**config.mk**
```make
export PLATFORM = sky130hd
export DESIGN_NAME = isa_io_target
export DESIGN_NICKNAME = d
export VERILOG_FILES = /design/src/rtl/isa_io_target.sv
export SDC_FILE = /design/constraint.sdc
export NUM_CORES = 1
export LEC_CHECK = 0
export ABC_AREA = 1
export CORE_UTILIZATION = 40
export DETAILED_ROUTE_END_ITERATION = 12
export MAX_ROUTING_LAYER = met4
export PLACE_DENSITY = 0.72
export SLEW_MARGIN = 20
export SYNTH_ARGS = -nofsm -noshare
export SYNTH_HDL_FRONTEND = slang
export SYNTH_SLANG_ARGS = --single-unit
```
**constraint.sdc**
```tcl
create_clock -name clk -period 1.94 [get_ports clk]
set_input_delay 0.291 -clock clk [delete_from_list [all_inputs] [get_ports clk]]
set_output_delay 0.291 -clock clk [all_outputs]
set_load 0.1 [all_outputs]
```
**src/rtl/isa_io_target.sv**
```systemverilog
// ISA I/O-cycle responder: decodes IOW#/IOR# hits in a small port window and
// turns them into single-cycle register-bank requests, stretching reads with IOCHRDY.
module isa_io_target #(
  parameter logic [9:0] BASE_ADDR   = 10'h220,
  parameter int         WINDOW_BITS = 4,
  parameter int         ACK_TIMEOUT = 15
) (
  input  logic                   clk,
  input  logic                   reset,
  input  logic [9:0]             sa,
  input  logic                   aen,
  input  logic                   iow_n,
  input  logic                   ior_n,
  input  logic [7:0]             sd_in,
  output logic [7:0]             sd_out,
  output logic                   sd_oe,
  output logic                   iochrdy_hold,
  output logic [WINDOW_BITS-1:0] reg_addr,
  output logic [7:0]             reg_wdata,
  output logic                   reg_wr,
  output logic                   reg_rd,
  input  logic [7:0]             reg_rdata,
  input  logic                   reg_ack,
  output logic                   bus_err
);

  localparam int CW = $clog2(ACK_TIMEOUT + 1);
  localparam logic [CW-1:0] CNT_LAST = CW'(ACK_TIMEOUT - 1);
  localparam logic [CW-1:0] CNT_ONE  = CW'(1);

  typedef enum logic [2:0] {
    IDLE, WR_REQ, WR_WAIT, RD_REQ, RD_WAIT, RD_DRIVE, RELEASE
  } state_t;

  state_t                 state_q, state_d;
  logic [CW-1:0]          cnt_q, cnt_d;
  logic [1:0]             arm_q;
  logic                   iow_s1_q, iow_s2_q, iow_h_q;
  logic                   ior_s1_q, ior_s2_q, ior_h_q;
  logic [7:0]             sd_out_q, sd_out_d;
  logic                   sd_oe_q, sd_oe_d;
  logic                   hold_q, hold_d;
  logic [WINDOW_BITS-1:0] addr_q, addr_d;
  logic [7:0]             wdata_q, wdata_d;
  logic                   wr_q, wr_d;
  logic                   rd_q, rd_d;
  logic                   err_q, err_d;
  logic                   hit, iow_edge, ior_edge;

  // Edges are masked until the synchronizers have flushed their reset value,
  // so a strobe already held low across reset never looks like a new cycle.
  assign hit      = !aen && (sa[9:WINDOW_BITS] == BASE_ADDR[9:WINDOW_BITS]);
  assign iow_edge = (arm_q == 2'd3) && iow_h_q && !iow_s2_q;
  assign ior_edge = (arm_q == 2'd3) && ior_h_q && !ior_s2_q;

  always_ff @(posedge clk) begin
    if (!reset) begin
      state_q  <= IDLE;
      cnt_q    <= '0;
      arm_q    <= 2'd0;
      iow_s1_q <= 1'b1;
      iow_s2_q <= 1'b1;
      iow_h_q  <= 1'b1;
      ior_s1_q <= 1'b1;
      ior_s2_q <= 1'b1;
      ior_h_q  <= 1'b1;
      sd_out_q <= 8'h00;
      sd_oe_q  <= 1'b0;
      hold_q   <= 1'b0;
      addr_q   <= '0;
      wdata_q  <= 8'h00;
      wr_q     <= 1'b0;
      rd_q     <= 1'b0;
      err_q    <= 1'b0;
    end else begin
      state_q  <= state_d;
      cnt_q    <= cnt_d;
      if (arm_q != 2'd3) arm_q <= arm_q + 2'd1;
      iow_s1_q <= iow_n;
      iow_s2_q <= iow_s1_q;
      iow_h_q  <= iow_s2_q;
      ior_s1_q <= ior_n;
      ior_s2_q <= ior_s1_q;
      ior_h_q  <= ior_s2_q;
      sd_out_q <= sd_out_d;
      sd_oe_q  <= sd_oe_d;
      hold_q   <= hold_d;
      addr_q   <= addr_d;
      wdata_q  <= wdata_d;
      wr_q     <= wr_d;
      rd_q     <= rd_d;
      err_q    <= err_d;
    end
  end

  // Outputs are computed for the state being entered, then registered.
  always_comb begin
    state_d  = state_q;
    cnt_d    = cnt_q;
    sd_out_d = sd_out_q;
    addr_d   = addr_q;
    wdata_d  = wdata_q;
    sd_oe_d  = 1'b0;
    hold_d   = 1'b0;
    wr_d     = 1'b0;
    rd_d     = 1'b0;
    err_d    = 1'b0;
    unique case (state_q)
      IDLE: begin
        if (hit && iow_edge && ior_edge) begin
          err_d = 1'b1;
        end else if (hit && iow_edge) begin
          addr_d  = sa[WINDOW_BITS-1:0];
          wdata_d = sd_in;
          wr_d    = 1'b1;
          state_d = WR_REQ;
        end else if (hit && ior_edge) begin
          addr_d  = sa[WINDOW_BITS-1:0];
          rd_d    = 1'b1;
          hold_d  = 1'b1;
          state_d = RD_REQ;
        end
      end
      WR_REQ: begin
        cnt_d   = '0;
        state_d = WR_WAIT;
      end
      WR_WAIT: begin
        if (reg_ack) begin
          state_d = RELEASE;
        end else if (cnt_q == CNT_LAST) begin
          err_d   = 1'b1;
          state_d = RELEASE;
        end else begin
          cnt_d = cnt_q + CNT_ONE;
        end
      end
      RD_REQ: begin
        cnt_d   = '0;
        hold_d  = 1'b1;
        state_d = RD_WAIT;
      end
      RD_WAIT: begin
        if (reg_ack) begin
          sd_out_d = reg_rdata;
          sd_oe_d  = 1'b1;
          state_d  = RD_DRIVE;
        end else if (cnt_q == CNT_LAST) begin
          sd_out_d = 8'hFF;
          sd_oe_d  = 1'b1;
          err_d    = 1'b1;
          state_d  = RD_DRIVE;
        end else begin
          cnt_d  = cnt_q + CNT_ONE;
          hold_d = 1'b1;
        end
      end
      RD_DRIVE: begin
        if (ior_s2_q) state_d = IDLE;
        else          sd_oe_d = 1'b1;
      end
      RELEASE: begin
        if (iow_s2_q) state_d = IDLE;
      end
      default: state_d = IDLE;
    endcase
  end

  assign sd_out       = sd_out_q;
  assign sd_oe        = sd_oe_q;
  assign iochrdy_hold = hold_q;
  assign reg_addr     = addr_q;
  assign reg_wdata    = wdata_q;
  assign reg_wr       = wr_q;
  assign reg_rd       = rd_q;
  assign bus_err      = err_q;

endmodule

```
==> results of run 1 <==
==> state kept, by name, indices dropped and copies added, names as in the netlist <==
signal / count
arm_q: 2
bus_err: 1
cnt_q: 4
iochrdy_hold: 1
ior_h_q: 1
ior_s1_q: 1
ior_s2_q: 1
iow_h_q: 1
iow_s1_q: 1
iow_s2_q: 1
reg_addr: 4
reg_rd: 1
reg_wdata: 8
reg_wr: 1
sd_oe: 1
sd_out: 8
state_q: 3
==> synthesized netlist by cell type (3+ instances only) <==
| library cell | number | area [sq um] |
|---|---|---|
| sky130_fd_sc_hd__a21oi_1 | 18 | 90.1 |
| sky130_fd_sc_hd__clkinv_1 | 3 | 11.3 |
| sky130_fd_sc_hd__dfxtp_1 | 40 | 801 |
| sky130_fd_sc_hd__ha_1 | 3 | 37.5 |
| sky130_fd_sc_hd__inv_1 | 28 | 105 |
| sky130_fd_sc_hd__nand2_1 | 52 | 195 |
| sky130_fd_sc_hd__nand3_1 | 5 | 25.0 |
| sky130_fd_sc_hd__nand4_1 | 7 | 43.8 |
| sky130_fd_sc_hd__nor2_1 | 39 | 146 |
| sky130_fd_sc_hd__nor2_2 | 5 | 31.3 |
| sky130_fd_sc_hd__nor3_1 | 18 | 90.1 |
| sky130_fd_sc_hd__o21ai_0 | 6 | 30.0 |
| sky130_fd_sc_hd__or2_2 | 4 | 25.0 |
==> per-stage QoR <==
stage,instances,util
floorplan,244,-
global placement,348,0.562
global route,355,0.593
detailed placement,348,0.562
CTS,355,0.593
finish,355,0.593
==> per-layer routing <==
| layer | part of all wire | track usage |
|---|---|---|
| met2 | 0.44 | 0.319 |
| met1 | 0.47 | 0.204 |
| met5 | 0 | - |
| met3 | 0.074 | 0.0533 |
| met4 | 0.015 | 0.0781 |
==> kinds of logic after synthesis <==
logic type	synth area share
flip-flops	0.460
AND/OR/NAND/NOR	0.353
adder cells (fa/ha/maj)	0.0216
AO/OA/AOI/OAI	0.0740
buffers and inverters	0.0920
==> layout by cell type (no fill, tap or decap), types with 6 or more instances in the layout <==
cell,instances
sky130_fd_sc_hd__nand2_1,52
sky130_fd_sc_hd__dfxtp_1,40
sky130_fd_sc_hd__nor2_1,39
sky130_fd_sc_hd__clkdlybuf4s50_1,31
sky130_fd_sc_hd__buf_4,29
sky130_fd_sc_hd__inv_1,28
sky130_fd_sc_hd__a21oi_1,18
sky130_fd_sc_hd__nor3_1,18
sky130_fd_sc_hd__nand4_1,7
sky130_fd_sc_hd__o21ai_0,6
==> area by class of cell <==
type	count	area (sq um)
clock buffer	5	68.8
timing repair buffer	60	528
multi-input combinational	165	781
sequential	40	801
fill	388	1660
clock inverter	2	60.1
inverter	33	124
tap	50	62.6
==> power groups by stage <==
stage	Clock, mW	Combinational (mW)	Sequential (mW)
3_3_place_gp	0	0.845	1.01
2_1_floorplan	0	0.429	1.23
5_1_grt	0.846	0.936	1.01
6_report	0.787	0.852	0.997
4_1_cts	0.810	0.855	0.995
3_5_place_dp	0	0.852	1.01
==> path summary, 6_finish.rpt <==
| kind | startpoint | end | slack (ps) | depth (start not counted) |
|---|---|---|---|---|
| worst max register to register | arm_q[0] | reg_addr[2] | 290 | 7 |
| worst min-delay path | iow_s1_q | iow_s2_q | 420 | 1 |
| worst max-delay path | arm_q[0] | reg_addr[2] | 290 | 7 |
| worst min register to register | iow_s1_q | iow_s2_q | 420 | 1 |
==> results, run 1 <==
- The via count of the first global-routing pass is 1566.
- The residual overflow from global routing is 0.
- In the global route stage, overall resource usage came out at 0.188.
- The run finished with clean final reports.
- Internal power comes to between 1.5 and 2 mW.
- The floorplan step defined a die boundary enclosing 4620 sq um.
- The count of H-tree levels built during CTS is 2.
- The post-layout instance area is 2420 sq um.
- The die is around 68 um wide.
- Across the VDD grid, the largest voltage drop is 0.553 mV.
- On the critical path the largest part of the delay comes from simple AND/OR/NAND/NOR gates.
- The cell that appears most often on the critical path is sky130_fd_sc_hd__nor2_1.
- The first TritonRoute pass finished after 4 iterations.
- The post-place instance area is 2300 sq um.
- The TritonCTS sink count is 40.
- The smallest hold slack is 418 ps.
- The async set-or-reset flop fraction in the synthesized netlist is 0.
- The cell area after technology mapping is 1740 sq um.
- Buffers placed on the I/O ports in this run total 56.
- The detailed router finished its first iteration with 43 violations.
- The setup TNS is 0 ps.
- The routed design has 3.63 mm of wire.
- After layout, the minimum clock period comes to 1650 ps.
- After clock tree synthesis, the flow added hold-fix buffers numbering 0.
- In this run the power spent charging and discharging nets is slightly below 1 mW.
- The clock edge transition at the registers on the reported setup and hold paths is roughly 80 ps.
- The power per cell area is 1090 nW/um^2.
- The synthesized design contains 40 register bits.
- TritonCTS created 5 clock buffers.
- The worst setup path is of the register to register kind.
- Max-cap violations in this run came to 0.
- For this run, the register share of the synthesized area comes to 0.460.
- The critical-path maximum fanout is 8.
- The layout-stage area growth over the synthesis result is 39.2%.
- Entering global routing, the biggest net connects 21 pins.
- In this run the clock root is driven by a sky130_fd_sc_hd__clkbuf_8.
- During synthesis, Yosys emitted a total of 0 warnings.
- Setup repair after global routing left no endpoint under its margin.
- The headroom to the max-slew limit is 0.734.
- The combinational power share is 0.323.
- At the worst endpoint, the required time is 2130 ps.
- The synthesized design contains 0 enable-type register cells.
- The initial antenna violation count came to 0.
- The hold violation total from the final report is 0.
- The CTS tree is done.
- Of the total power, the share spent switching nets is 0.367.
- In this run the deepest clock path goes through 2 buffers.
- The relative contribution of the clock network to total power is 0.299.
- The detail route stage leaves a number of antenna-violating nets equal to 0.
- STA classifies the critical path startpoint as a register.
- In the finished design, the share of the clock period the worst path needs comes to 0.851.
- The critical path goes through ha_1 > nand2_1 > nor2_1 > o21ai_0 > nand3b_1 > nor2_1 > nor2_1.
- The estimated wirelength of the detail-placed design is 2.65 mm.
- For the pin with the worst max-slew slack, the measured transition is roughly 400 ps.
- The setup violation total in the final timing report is 0.
- The initial cell density of the core is 0.426.
- The I/O pin count is 57.
- The post-synthesis area per instance is between 7 and 8 sq um.
- The synthesized instance count is 244.
- The final worst clock skew is 5.17 ps.
- The die boundary height is 68.0 um.
- In the routed layout, each cell is associated on average with a via count of 4.64.
- Timing would allow up to 605 MHz.
- The total via count in the routed design is 1648.
- Synthesis produced a netlist with a net count of about 280.
- The number of antenna cells inserted is 0.
- The post-cts repair resize count is 0.
- STA classifies the critical path endpoint as a register.
- The most used flip-flop cell after synthesis is sky130_fd_sc_hd__dfxtp_1.
- The class of the most critical hold timing path is register to register.
- In the final routed layout, each cell accounts on average for 10.2 um.
- In the post-route analysis, the smallest setup slack over all paths is 288 ps.
- The pre-CTS setup slack is 18.5 ps.
- The weighted congestion reported at the end of routability-driven placement is 0.839.
- Counting distinct cell types in the post-synthesis netlist gives 25.
- The largest single stage delay on the critical path is 360 ps.
- The number of rows in the core area is 23.
- The number of buffers and inverters on the critical path is 0.
- The share of cells above drive strength 1 is 0.167.
- Data on the critical path arrives at its endpoint at 1840 ps.
- On the critical path, the stage with the largest delay is an instance of sky130_fd_sc_hd__dfxtp_1.
- The first global-routing pass estimated approximately 6.3 mm of wire.
- The later pin in the worst-skew pair is clocked with a latency of 290 ps.
- The number of max-slew violations in the final report is 0.
- The post-CTS setup buffer count is 0.
- The total number of nets in the final design is 340.
- For this run, design rule violations remaining after detail routing come to 0.
- The portion of total power attributed to sequential cells is 0.378.
- The placeable core area is ~4100 sq um.
- The completed layout was analyzed and its total power is 2.64 mW.
- The leakage power summed over all cells is 1.14 nW.
No activity file was read; power rests on OpenSTA's default activity.
==> run 2, diff against run 1 <==
Settings changed: CORE_UTILIZATION 40 to 25, PLACE_DENSITY 0.72 to 0.5.
==> results, run 2 (synthesis gave the netlist of run 1 again) <==
- The die outline area is 7300 sq um (was 4620 sq um).
- The final critical-path share of the clock period is 0.878 (was 0.851).
- The I/O pin count is 57 (unchanged).
- The die boundary width came to 85.5 um (was 68.0 um).
- The initial antenna violation count is 0 (unchanged).
- The clock latency at the later pin of the worst-skew pair is 290 ps (about the same).
- The via count of the first global-routing pass was 1541 (was 1566).
- The minimum period implied by the final worst setup slack is 1700 ps (was 1650 ps).
- The final worst clock skew is 7.67 ps (was 5.17 ps).
- The maximum ir drop on the vdd rail was 0.517 mV (was 0.553 mV).
- The residual antenna-violating net count after detailed routing is 0 (unchanged).
- The weighted congestion reported at the end of routability-driven placement was 0.743 (was 0.839).
- The most congested layer reported by global routing is met2 (unchanged).
- The average wire per standard cell is 10.2 um (about the same).
- The TritonCTS sink count is 40 (unchanged).
- The quantity of I/O buffers inserted on ports is 56 (unchanged).
- The post-route core utilization came to 0.365 (was 0.593).
- Setup repair after global routing missed its margin: false (unchanged).
- The class of the most critical hold timing path is register to register (unchanged).
- The placeable core area came to 6760 sq um (was 4090 sq um).
- The sort of element at the end of the critical path is a register (unchanged).
- The number of max-slew violations in the final report is 0 (unchanged).
- The slew at the pin closest to its max-slew limit is 431 ps (was 398 ps).
- The count of maximum capacitance violations is 0 (unchanged).
- The CTS tree was done (unchanged).
- The leakage power summed over all cells came to 1.14 nW (about the same).
- The number of CTS-inserted buffers came to 5 (unchanged).
- The setup TNS is 0 ps (unchanged).
- The type of the worst setup path was register to register (unchanged).
- The number of detailed-route iterations in the first pass is 5 (was 4).
- The die boundary height is 85.5 um (was 68.0 um).
- The estimated wirelength of the detail-placed design is 2.86 mm (was 2.65 mm).
- The maximum clock frequency was 587 MHz (was 605 MHz).
- The residual overflow from global routing is 0 (unchanged).
- The headroom to the max-slew limit is 0.712 (was 0.734).
- The per-cell via count in the routed design is 4.24 (was 4.64).
- The global routing met3 resource utilization is 0.0370 (was 0.0533).
- The most common cell after layout, fill and taps aside is sky130_fd_sc_hd__nand2_1 (unchanged).
- The hold violation total from the final report was 0 (unchanged).
- The number of buffers inserted for hold repair after clock tree synthesis is 0 (unchanged).
- The worst-case clock buffer depth is 2 (unchanged).
- The met2 routing resource usage after global routing is 0.185 (was 0.319).
- The category of the worst setup path launch point is a register (unchanged).
- The number of violations reported at the end of detailed-routing iteration 0 is 69 (was 43).
- The clock edge transition at the registers on the reported setup and hold paths is 90 ps (was 80 ps).
- The overall routing resource usage is 0.120 (was 0.188).
- The total number of nets in the final design is 341 (was 340).
- The post-cts repair resize count was 0 (unchanged).
- The number of rows in the core area is 30 (was 23).
- The wire length after detailed routing is 3.93 mm (was 3.63 mm).
- The first-pass GRT wire length is 6.82 mm (was 6.34 mm).
- The post-CTS setup buffer count is 0 (unchanged).
- The setup slack after layout was 236 ps (was 288 ps).
- The smallest hold slack is 419 ps (was 418 ps).
- The pre-CTS setup slack came to 26.9 ps (was 18.5 ps).
- The share of cells above drive strength 1 came to 0.173 (was 0.167).
- The buffer cell driving the clock tree root was sky130_fd_sc_hd__clkbuf_8 (unchanged).
- The met1 layer usage reported by global route was 0.151 (was 0.204).
- The arrival time at the worst endpoint is 1900 ps (was 1840 ps).
- The total via count in the routed design is 1640 (was 1648).
- Run status: completed (unchanged).
- The layout-stage area growth over the synthesis result was 41.5% (was 39.2%).
- The total DRC errors in the routed layout was 0 (unchanged).
- The total power came to 2.54 mW (was 2.64 mW).
- The count of H-tree levels built during CTS is 2 (unchanged).
- The critical-path maximum fanout was 8 (unchanged).
- The data required time of the critical path is 2140 ps (was 2130 ps).
- The setup violation total in the final timing report is 0 (unchanged).
- Most frequent cells in the layout: sky130_fd_sc_hd__nand2_1, sky130_fd_sc_hd__dfxtp_1, sky130_fd_sc_hd__nor2_1, sky130_fd_sc_hd__clkdlybuf4s50_1, sky130_fd_sc_hd__buf_4 (unchanged).
- The pin count of the biggest net entering global routing is 21 (unchanged).
- The power per cell area is 1030 nW/um^2 (was 1090 nW/um^2).
- The initial cell density of the core is 0.258 (was 0.426).
- The number of antenna cells inserted is 0 (unchanged).
run 2: power by group:
group	internal [mW]	switching (mW)
Sequential	0.905	0.0942
Clock	0.381	0.304
Combinational	0.258	0.594
Total	1.54	0.993
run 2: routing by layer:
layer | wire length (um) | share of wire
met1 | 1980 | 0.50
met2 | 1670 | 0.42
met3 | 253 | 0.064
met4 | 35 | 0.0089
met5 | 0 | 0
run 2: worst max-delay path, stage by stage, from the launching register on:
cell                       delay (ps)
sky130_fd_sc_hd__dfxtp_1          360
sky130_fd_sc_hd__ha_1             250
sky130_fd_sc_hd__nand2_1           80
sky130_fd_sc_hd__nor2_2           160
sky130_fd_sc_hd__inv_2             60
sky130_fd_sc_hd__nor2_2           140
sky130_fd_sc_hd__nand2_1           90
sky130_fd_sc_hd__nand3b_1         260
sky130_fd_sc_hd__nand2_1           90
sky130_fd_sc_hd__nand2_1           70
sky130_fd_sc_hd__nor2_1            40
run 2: area by class of cell:
| class | count | area [sq um] |
|---|---|---|
| timing repair buffer | 61 | 548 |
| tap | 80 | 100 |
| sequential | 40 | 801 |
| multi-input combinational | 165 | 781 |
| clock inverter | 3 | 42.5 |
| fill | 739 | 4290 |
| clock buffer | 5 | 68.8 |
| inverter | 33 | 124 |
run 2: final timing paths:
path                 start     endpoint  slack [ps]  depth (start not counted)
setup / recovery  arm_q[0]  reg_addr[3]         240                         10
hold / removal    iow_s1_q     iow_s2_q         420                          1
setup reg to reg  arm_q[0]  reg_addr[3]         240                         10
hold reg to reg   iow_s1_q     iow_s2_q         420                          1
run 2: stage by stage:
step           cell area [sq um]  cells
2_1_floorplan               1740    244
3_3_place_gp                2350    379
3_5_place_dp                2350    379
4_1_cts                     2460    387
5_1_grt                     2460    387
6_report                    2460    387
